File: config.mk
export PLATFORM = sky130hd
export DESIGN_NAME = lsu_load_resp
export DESIGN_NICKNAME = d
export VERILOG_FILES = /design/src/rtl/lsu_map_pkg.sv /design/src/rtl/key_debounce.sv /design/src/rtl/lsu_load_resp.sv
export SDC_FILE = /design/constraint.sdc
export NUM_CORES = 1
export LEC_CHECK = 0
export ABC_AREA = 1
export BUFFER_PORTS_ARGS = -buffer_cell sky130_fd_sc_hd__buf_4
export CORE_AREA = 2 2 144 146
export DETAILED_ROUTE_END_ITERATION = 12
export DIE_AREA = 0 0 146 148
export PLACE_DENSITY = 0.62
export REMOVE_ABC_BUFFERS = 1
export SETUP_SLACK_MARGIN = 0.3
export SLEW_MARGIN = 0
export SYNTH_ARGS = -nofsm -noshare
export SYNTH_HDL_FRONTEND = slang
export SYNTH_SLANG_ARGS = --single-unit
File: constraint.sdc
create_clock -name i_clk -period 1.85 [get_ports i_clk]
set_input_delay 0.2775 -clock i_clk [delete_from_list [all_inputs] [get_ports i_clk]]
set_output_delay 0.2775 -clock i_clk [all_outputs]
set_load 0.02 [all_outputs]
File: src/rtl/lsu_map_pkg.sv
// LSU memory-map constants, load-op encoding and region decode, shared by load and store decode.
// Latency: none (types, constants and pure functions only).
// Backpressure: none.
package lsu_map_pkg;

  // Region bases and masks. All decoding looks at addr[15:0] only.
  localparam logic [15:0] DMEM_BASE   = 16'h0800;
  localparam logic [15:0] DMEM_MASK   = 16'hF800;  // 0x0800-0x0FFF
  localparam logic [15:0] OUTBUF_BASE = 16'h1C00;
  localparam logic [15:0] OUTBUF_MASK = 16'hFFF0;  // 0x1C00-0x1C0F
  localparam logic [15:0] SW_ADDR     = 16'h1E08;
  localparam logic [15:0] KEY_ADDR    = 16'h1E0C;
  localparam logic [15:0] WORD_MASK   = 16'hFFFC;  // single-word registers ignore the byte lane

  // RV32I load funct3 encodings.
  typedef enum logic [2:0] {
    LD_LB  = 3'b000,
    LD_LH  = 3'b001,
    LD_LW  = 3'b010,
    LD_LBU = 3'b100,
    LD_LHU = 3'b101
  } ld_op_e;

  typedef enum logic [2:0] {
    RGN_NONE   = 3'd0,
    RGN_DMEM   = 3'd1,
    RGN_OUTBUF = 3'd2,
    RGN_SW     = 3'd3,
    RGN_KEY    = 3'd4
  } region_e;

  // Reserved encodings (011, 110, 111) behave as a full-word load.
  function automatic ld_op_e decode_op(input logic [2:0] f3);
    case (f3)
      3'b000:  decode_op = LD_LB;
      3'b001:  decode_op = LD_LH;
      3'b100:  decode_op = LD_LBU;
      3'b101:  decode_op = LD_LHU;
      default: decode_op = LD_LW;
    endcase
  endfunction

  // Unmapped addresses fall through to RGN_NONE and read as zero.
  function automatic region_e decode_region(input logic [15:0] addr);
    decode_region = RGN_NONE;
    if ((addr & DMEM_MASK) == DMEM_BASE) begin
      decode_region = RGN_DMEM;
    end else if ((addr & OUTBUF_MASK) == OUTBUF_BASE) begin
      decode_region = RGN_OUTBUF;
    end else if ((addr & WORD_MASK) == SW_ADDR) begin
      decode_region = RGN_SW;
    end else if ((addr & WORD_MASK) == KEY_ADDR) begin
      decode_region = RGN_KEY;
    end
  endfunction

endpackage

File: src/rtl/key_debounce.sv
// Single push-button conditioner: active-low raw input inverted, 2-FF synchronised, debounced.
// Latency: 2 sync cycles plus DEB_CYCLES-1 consecutive differing cycles before o_deb changes.
// Backpressure: none; free-running on every clock.
//
// Ports:
//   i_clk, i_reset  clock and synchronous active-high reset
//   i_key_n         raw key, active-low, asynchronous
//   o_deb           debounced key state, 1 = pressed
//   o_press         (KEY_EDGE_EN only) one-cycle pulse in the cycle o_deb is about to rise
// Optional feature macro: KEY_EDGE_EN.
module key_debounce #(
  parameter int DEB_CYCLES = 250000
) (
  input  logic i_clk,
  input  logic i_reset,
  input  logic i_key_n,
`ifdef KEY_EDGE_EN
  output logic o_press,
`endif
  output logic o_deb
);

  localparam int CNT_W = $clog2(DEB_CYCLES + 1);
  // The counter holds (differing cycles seen so far); the state flips on the
  // (DEB_CYCLES-1)th consecutive differing cycle.
  localparam logic [CNT_W-1:0] CNT_FIRE = CNT_W'(DEB_CYCLES - 2);
  localparam logic [CNT_W-1:0] CNT_MAX  = {CNT_W{1'b1}};

  logic             meta_q, meta_d;
  logic             sync_q, sync_d;
  logic             deb_q, deb_d;
  logic [CNT_W-1:0] cnt_q, cnt_d;

  always_comb begin
    // Invert first so that the all-zero reset state means "released".
    meta_d = ~i_key_n;
    sync_d = meta_q;
    deb_d  = deb_q;
    cnt_d  = cnt_q;
    if (sync_q == deb_q) begin
      cnt_d = '0;
    end else if (cnt_q == CNT_FIRE) begin
      deb_d = sync_q;
      cnt_d = '0;
    end else if (cnt_q != CNT_MAX) begin
      cnt_d = cnt_q + 1'b1;
    end
  end

  always_ff @(posedge i_clk) begin
    if (i_reset) begin
      meta_q <= 1'b0;
      sync_q <= 1'b0;
      deb_q  <= 1'b0;
      cnt_q  <= '0;
    end else begin
      meta_q <= meta_d;
      sync_q <= sync_d;
      deb_q  <= deb_d;
      cnt_q  <= cnt_d;
    end
  end

  assign o_deb = deb_q;

`ifdef KEY_EDGE_EN
  // Pulses alongside the update so a flag set from it becomes visible together with o_deb.
  assign o_press = deb_d & ~deb_q;
`endif

endmodule

File: src/rtl/lsu_load_resp.sv
// LSU load responder: decodes the load address, selects dmem / output buffer / board inputs, extends.
// Latency: result, valid and misalign flag are registered, one cycle after i_ld_en.
// Backpressure: none; a request may be issued every cycle and is never stalled.
//
// Ports:
//   i_clk, i_reset   clock and synchronous active-high reset
//   i_ld_en          load request this cycle
//   i_lsu_addr       byte address, [15:0] decoded
//   i_funct3         RV32I load size/sign encoding
//   i_dmem_rdata     data-memory word at the request word address
//   i_outbuf_rdata   output-buffer word at the request word address
//   i_sw, i_key      raw switches and active-low keys (asynchronous)
//   o_ld_data        extended load result, held while o_ld_valid is low
//   o_ld_valid       result valid
//   o_ld_misalign    misaligned request flag, aligned with o_ld_valid
// Optional feature macro: KEY_EDGE_EN (sticky key-press flags in bits [15:8] of the key word).
module lsu_load_resp
  import lsu_map_pkg::*;
#(
  parameter int SW_W       = 18,
  parameter int KEY_W      = 4,
  parameter int DEB_CYCLES = 250000
) (
  input  logic              i_clk,
  input  logic              i_reset,
  input  logic              i_ld_en,
  input  logic [31:0]       i_lsu_addr,
  input  logic [2:0]        i_funct3,
  input  logic [31:0]       i_dmem_rdata,
  input  logic [31:0]       i_outbuf_rdata,
  input  logic [SW_W-1:0]   i_sw,
  input  logic [KEY_W-1:0]  i_key,
  output logic [31:0]       o_ld_data,
  output logic              o_ld_valid,
  output logic              o_ld_misalign
);

  // Only the low half of the address is decoded.
  logic unused_addr_hi;
  assign unused_addr_hi = ^i_lsu_addr[31:16];

  // ---------------------------------------------------------------------------
  // Board input conditioning
  // ---------------------------------------------------------------------------
  logic [SW_W-1:0]  sw_meta_q, sw_meta_d;
  logic [SW_W-1:0]  sw_sync_q, sw_sync_d;
  logic [KEY_W-1:0] key_deb;

`ifdef KEY_EDGE_EN
  logic [KEY_W-1:0] key_press;
  logic [KEY_W-1:0] flag_q, flag_d;
`endif

  for (genvar k = 0; k < KEY_W; k++) begin : g_key
    key_debounce #(
      .DEB_CYCLES (DEB_CYCLES)
    ) u_key_debounce (
      .i_clk   (i_clk),
      .i_reset (i_reset),
      .i_key_n (i_key[k]),
`ifdef KEY_EDGE_EN
      .o_press (key_press[k]),
`endif
      .o_deb   (key_deb[k])
    );
  end

  always_comb begin
    sw_meta_d = i_sw;
    sw_sync_d = sw_meta_q;
  end

  // ---------------------------------------------------------------------------
  // Decode, select, extend
  // ---------------------------------------------------------------------------
  ld_op_e      op;
  region_e     rgn;
  logic [31:0] sw_word;
  logic [31:0] key_word;
  logic [31:0] word_sel;
  logic [7:0]  ld_byte;
  logic [15:0] ld_half;
  logic [31:0] ld_ext;
  logic        misalign;

  logic [31:0] ld_data_q, ld_data_d;
  logic        ld_valid_q, ld_valid_d;
  logic        ld_misalign_q, ld_misalign_d;

  always_comb begin
    op  = decode_op(i_funct3);
    rgn = decode_region(i_lsu_addr[15:0]);

    sw_word               = '0;
    sw_word[SW_W-1:0]     = sw_sync_q;
    key_word              = '0;
    key_word[KEY_W-1:0]   = key_deb;
`ifdef KEY_EDGE_EN
    key_word[8 +: KEY_W]  = flag_q;
`endif

    case (rgn)
      RGN_DMEM:   word_sel = i_dmem_rdata;
      RGN_OUTBUF: word_sel = i_outbuf_rdata;
      RGN_SW:     word_sel = sw_word;
      RGN_KEY:    word_sel = key_word;
      default:    word_sel = '0;
    endcase

    ld_byte = word_sel[{i_lsu_addr[1:0], 3'b000} +: 8];
    ld_half = word_sel[{i_lsu_addr[1], 4'b0000} +: 16];

    case (op)
      LD_LB:   ld_ext = {{24{ld_byte[7]}}, ld_byte};
      LD_LBU:  ld_ext = {24'h0, ld_byte};
      LD_LH:   ld_ext = {{16{ld_half[15]}}, ld_half};
      LD_LHU:  ld_ext = {16'h0, ld_half};
      default: ld_ext = word_sel;
    endcase

    case (op)
      LD_LH, LD_LHU: misalign = i_lsu_addr[0];
      LD_LB, LD_LBU: misalign = 1'b0;
      default:       misalign = |i_lsu_addr[1:0];
    endcase

    // Idle cycles keep the previous result on the bus.
    ld_valid_d    = i_ld_en;
    ld_misalign_d = i_ld_en & misalign;
    ld_data_d     = ld_data_q;
    if (i_ld_en) begin
      ld_data_d = misalign ? 32'h0 : ld_ext;
    end
  end

`ifdef KEY_EDGE_EN
  // A press in the same cycle as a clearing read wins, so no event is lost.
  always_comb begin
    flag_d = flag_q;
    if (i_ld_en && (rgn == RGN_KEY)) begin
      flag_d = '0;
    end
    flag_d = flag_d | key_press;
  end
`endif

  // ---------------------------------------------------------------------------
  // State
  // ---------------------------------------------------------------------------
  always_ff @(posedge i_clk) begin
    if (i_reset) begin
      sw_meta_q     <= '0;
      sw_sync_q     <= '0;
      ld_data_q     <= '0;
      ld_valid_q    <= 1'b0;
      ld_misalign_q <= 1'b0;
`ifdef KEY_EDGE_EN
      flag_q        <= '0;
`endif
    end else begin
      sw_meta_q     <= sw_meta_d;
      sw_sync_q     <= sw_sync_d;
      ld_data_q     <= ld_data_d;
      ld_valid_q    <= ld_valid_d;
      ld_misalign_q <= ld_misalign_d;
`ifdef KEY_EDGE_EN
      flag_q        <= flag_d;
`endif
    end
  end

  assign o_ld_data     = ld_data_q;
  assign o_ld_valid    = ld_valid_q;
  assign o_ld_misalign = ld_misalign_q;

endmodule

==> results.sh <==
export IMPL_timing_reg2reg_worst_path_depth=10
export IMPL_critical_path_slowest_cell="sky130_fd_sc_hd__dfxtp_1"
export IMPL_depth_of_the_worst_hold_timing_path=2
export IMPL_critPathRequiredTime_ns=2.17
export IMPL_post_synth_most_frequent_cells="259 x sky130_fd_sc_hd__nand2_1, 166 x sky130_fd_sc_hd__inv_1, 154 x sky130_fd_sc_hd__dfxtp_1, 136 x sky130_fd_sc_hd__nor2_1, 81 x sky130_fd_sc_hd__nand3_1"
export IMPL_timing_fmax_ghz=0.610
export IMPL_drtIter0Drc=459
export IMPL_fin_nets=1533
export IMPL_postPlaceCellArea_um2=9730
export IMPL_maxCapViolations=0
export IMPL_length_of_the_first_detailed_routing_pass_in_iterations=4
export IMPL_unrepaired_setup_endpoints_after_global_routing="true"
export IMPL_worstHoldStart="i_key[2]"
export IMPL_routed_via_count=8186
export IMPL_area_share_of_the_largest_cell_type_after_synthesis_pct=39.3
export IMPL_placement_row_count=52
export IMPL_worst_slew_margin_rel_pct=41.0
export IMPL_ys_warn_count=0
export IMPL_clk_insertion_delay_late_ns=0.43
export IMPL_whs_ns=0.0148
export IMPL_grt_overflow_total=0
export IMPL_routed_via_density=4.86
export IMPL_pin_count_of_the_biggest_net_entering_global_routing=80
export IMPL_fillers=1860
export IMPL_ir_drop_mv=0.530
export IMPL_worst_ep_arrival_time_ns=1.96
export IMPL_biggest_area_contributors_in_the_synthesized_netlist="sky130_fd_sc_hd__dfxtp_1 39%, sky130_fd_sc_hd__nand2_1 12%, sky130_fd_sc_hd__inv_1 7.9%"
export IMPL_post_synth_top_area_cell="sky130_fd_sc_hd__dfxtp_1"
export IMPL_seq_area_um2=3160
export IMPL_grt_use_total_pct=20.9
export IMPL_critPathMaxStageDelay_ns=0.40
export IMPL_layout_cell_area_non_filler_um2=11600
export IMPL_yosysMostFrequentCell="sky130_fd_sc_hd__nand2_1"
export IMPL_worst_setup_path_end_kind="register"
export IMPL_path_class="reg2reg"
export IMPL_post_route_util_pct=57.7
export IMPL_crit_reg2reg_capture="g_key[1].u_key_debounce.cnt_q[15]"
export IMPL_clk_pin_slew_ns=0.06
export IMPL_number_of_antenna_violations_at_the_first_check_in_global_routing=0
export IMPL_edff_count_synth=0
export IMPL_core_area_um2=20000
export IMPL_clock_tree_htree_level_count=4
export IMPL_flop_and_latch_count_out_of_synthesis=154
export IMPL_run_status="completed"
export IMPL_slew_violations=0
export IMPL_drive_above_1_share_pct=37.6
export IMPL_worstPathCellList="nand2_1, nor3_2, inv_1, nor3_4, buf_6, nor2_2, nand2_1, nor2_1, o21bai_1, inv_1"
export IMPL_dieHeight_um=148
export IMPL_wl_per_cell_um=14.1
export IMPL_design_die_area_um2=21600
export IMPL_hold_path_class="in2reg"
export IMPL_gp_congestion=0.901
export IMPL_timing_rr_start="g_key[1].u_key_debounce.cnt_q[12]"
export IMPL_power_density_of_the_placed_cells_nw_per_um2=674
export IMPL_reg2reg_slack_ns=0.21
export IMPL_fin_skew_ns=0.00688
export IMPL_clock_path_buffers=2
export IMPL_drt_total_wl_mm=23.7
export IMPL_hpwlAfterDp_mm=16.2
export IMPL_worst_setup_sp_type="register"
export IMPL_synth_area_um2=7850
export IMPL_timing_worst_slew_pin_value_ns=0.885
export IMPL_place_port_buffers=141
export IMPL_timing_final_crit_period_ns=1.64
export IMPL_drt_drc_violations_left=0
export IMPL_synth_seq_area_share_pct=39.3
export IMPL_layout_setup_ws_ns=0.210
export IMPL_num_io_pins=158
export IMPL_report_final_hold_viol_count=0
export IMPL_grt_pass1_wl_mm=36.4
export IMPL_insertedDiodeCount=0
export IMPL_post_place_ws_ns=-0.0365
export IMPL_multiInputGateArea_um2=4640
export IMPL_clk_root_buffer_cell="sky130_fd_sc_hd__clkbuf_16"
export IMPL_grt_pass1_vias=7494
export IMPL_cts_sinks=154
export IMPL_postSynth_topFlopCell="sky130_fd_sc_hd__dfxtp_1"
export IMPL_yosysUniqueCellTypes=41
export IMPL_static_leakage_power_uw=0.00524
export IMPL_final_antenna_net_count=0
export IMPL_floorplan_initialDensity_pct=39.2
export IMPL_clock_tree_from_tritoncts="done"
export IMPL_die_wd_um=146
export IMPL_area_growth_syn_to_layout_pct=47.2
export IMPL_post_synth_arst_share_pct=0
export IMPL_worst_min_delay_path_endpoint="g_key[2].u_key_debounce.meta_q"
export IMPL_period_share_pct=88.6
export IMPL_postSynthCellCount=1152
export IMPL_final_setup_viols=0
export IMPL_synthesis_area_per_instance_um2=6.82
export IMPL_cp_max_fo=4
export IMPL_cts_made_buffers=17
==> cell usage in the layout (no fill, tap or decap), types with 3 or more instances in the layout <==
cell type,instances
sky130_fd_sc_hd__nor4_4,4
sky130_fd_sc_hd__nand2_2,27
sky130_fd_sc_hd__o21ai_2,7
sky130_fd_sc_hd__o21ai_0,29
sky130_fd_sc_hd__nand3_2,18
sky130_fd_sc_hd__inv_4,8
sky130_fd_sc_hd__buf_6,13
sky130_fd_sc_hd__clkinvlp_4,4
sky130_fd_sc_hd__nor2_1,121
sky130_fd_sc_hd__a21oi_1,57
sky130_fd_sc_hd__buf_12,7
sky130_fd_sc_hd__a31oi_1,13
sky130_fd_sc_hd__nor3_1,18
sky130_fd_sc_hd__dfxtp_1,110
sky130_fd_sc_hd__inv_1,141
sky130_fd_sc_hd__buf_4,236
sky130_fd_sc_hd__bufinv_16,4
sky130_fd_sc_hd__nand4_1,24
sky130_fd_sc_hd__nor3_2,19
sky130_fd_sc_hd__clkbuf_16,17
sky130_fd_sc_hd__dfxtp_4,10
sky130_fd_sc_hd__xor2_1,17
sky130_fd_sc_hd__nand3_1,70
sky130_fd_sc_hd__nand2_1,240
sky130_fd_sc_hd__nand3_4,6
sky130_fd_sc_hd__nor2_4,13
sky130_fd_sc_hd__inv_2,28
sky130_fd_sc_hd__nor4_2,4
sky130_fd_sc_hd__nor2_2,13
sky130_fd_sc_hd__xnor2_1,10
sky130_fd_sc_hd__a21oi_2,16
sky130_fd_sc_hd__ha_4,7
sky130_fd_sc_hd__o21ai_1,18
sky130_fd_sc_hd__dfxtp_2,34
sky130_fd_sc_hd__nand2_4,9
sky130_fd_sc_hd__nor3_4,6
sky130_fd_sc_hd__nor4_1,3
==> power by group <==
| group | switching (uW) | total, uW | internal [uW] |
|---|---|---|---|
| clock network | 1460 | 3730 | 2270 |
| registers | 26.6 | 3400 | 3370 |
| logic | 348 | 658 | 310 |
==> worst max-delay path, delay by kind of cell (launching register included) <==
kind	cells	cell delay, ns
buffers and inverters	3	0.31
AOI/OAI and AO/OA	1	0.12
and+or+nand+nor	6	0.71
DFF	1	0.40
==> through the flow <==
step,total power (uW),cells,setup TNS (ns)
after floorplan,3740,1122,-1.03
after global placement,4100,1607,-0.0626
after detailed placement,4110,1607,-0.292
after CTS,7840,1661,0
after global routing,8050,1684,0
final,7790,1684,0
==> metal layers <==
metal,up-vias,global-route usage [%],part of all wire [%]
met5,-,0,0
met4,0,6.31,2.0
met3,32,3.73,4.5
met2,206,36.3,50
met1,3761,26.4,44
li1,4187,-,-
==> timing repair <==
item                                    in CTS  in global routing
pin swaps                                   26                 51
endpoints found under the setup margin      69                 88
buffers inserted                            19                 23
gates resized for setup                     91                169
endpoints found under the hold margin        2                  0
cloned                                       1                  0
hold buffers                                 2                  0
==> worst max-delay path by stage <==
stage	slack [ns]	from	end	depth (start not counted)
6_report	0.21	g_key[1].u_key_debounce.cnt_q[12]	g_key[1].u_key_debounce.cnt_q[15]	10
5_1_grt	0.04	g_key[1].u_key_debounce.cnt_q[0]	g_key[1].u_key_debounce.cnt_q[0]	11
4_1_cts	0.14	g_key[1].u_key_debounce.cnt_q[1]	g_key[1].u_key_debounce.cnt_q[10]	10
3_5_place_dp	-0.04	i_lsu_addr[14]	o_ld_data[17]	13
3_3_place_gp	-0.02	i_lsu_addr[14]	o_ld_data[21]	13
2_1_floorplan	-0.12	i_ld_en	o_ld_data[16]	6
==> state kept, by name (all words and copies together) (netlist names) <==
name / count
g_key.u_key_debounce.cnt_q: 72
g_key.u_key_debounce.meta_q: 4
g_key.u_key_debounce.o_deb: 4
g_key.u_key_debounce.sync_q: 4
o_ld_data: 32
o_ld_misalign: 1
o_ld_valid: 1
sw_meta_q: 18
sw_sync_q: 18
==> cells by family after synthesis <==
kind of cell / share of synthesized area, %
simple gates: 35.5
buf+inv: 10.4
flops: 39.3
compound gates: 10.4
xor+xnor: 3.12
fa+ha+maj: 1.27
==> cell type report <==
type | count | area share, %
Multi-Input combinational cell | 789 | 40.1
Clock buffer | 19 | 3.75
Timing Repair Buffer | 259 | 18.1
Sequential cell | 154 | 27.4
Clock inverter | 13 | 1.67
Tap cell | 270 | 2.92
Inverter | 179 | 6.00
Timing Repair inverter | 1 | 0.0325
(Power assumes the default switching activity.)
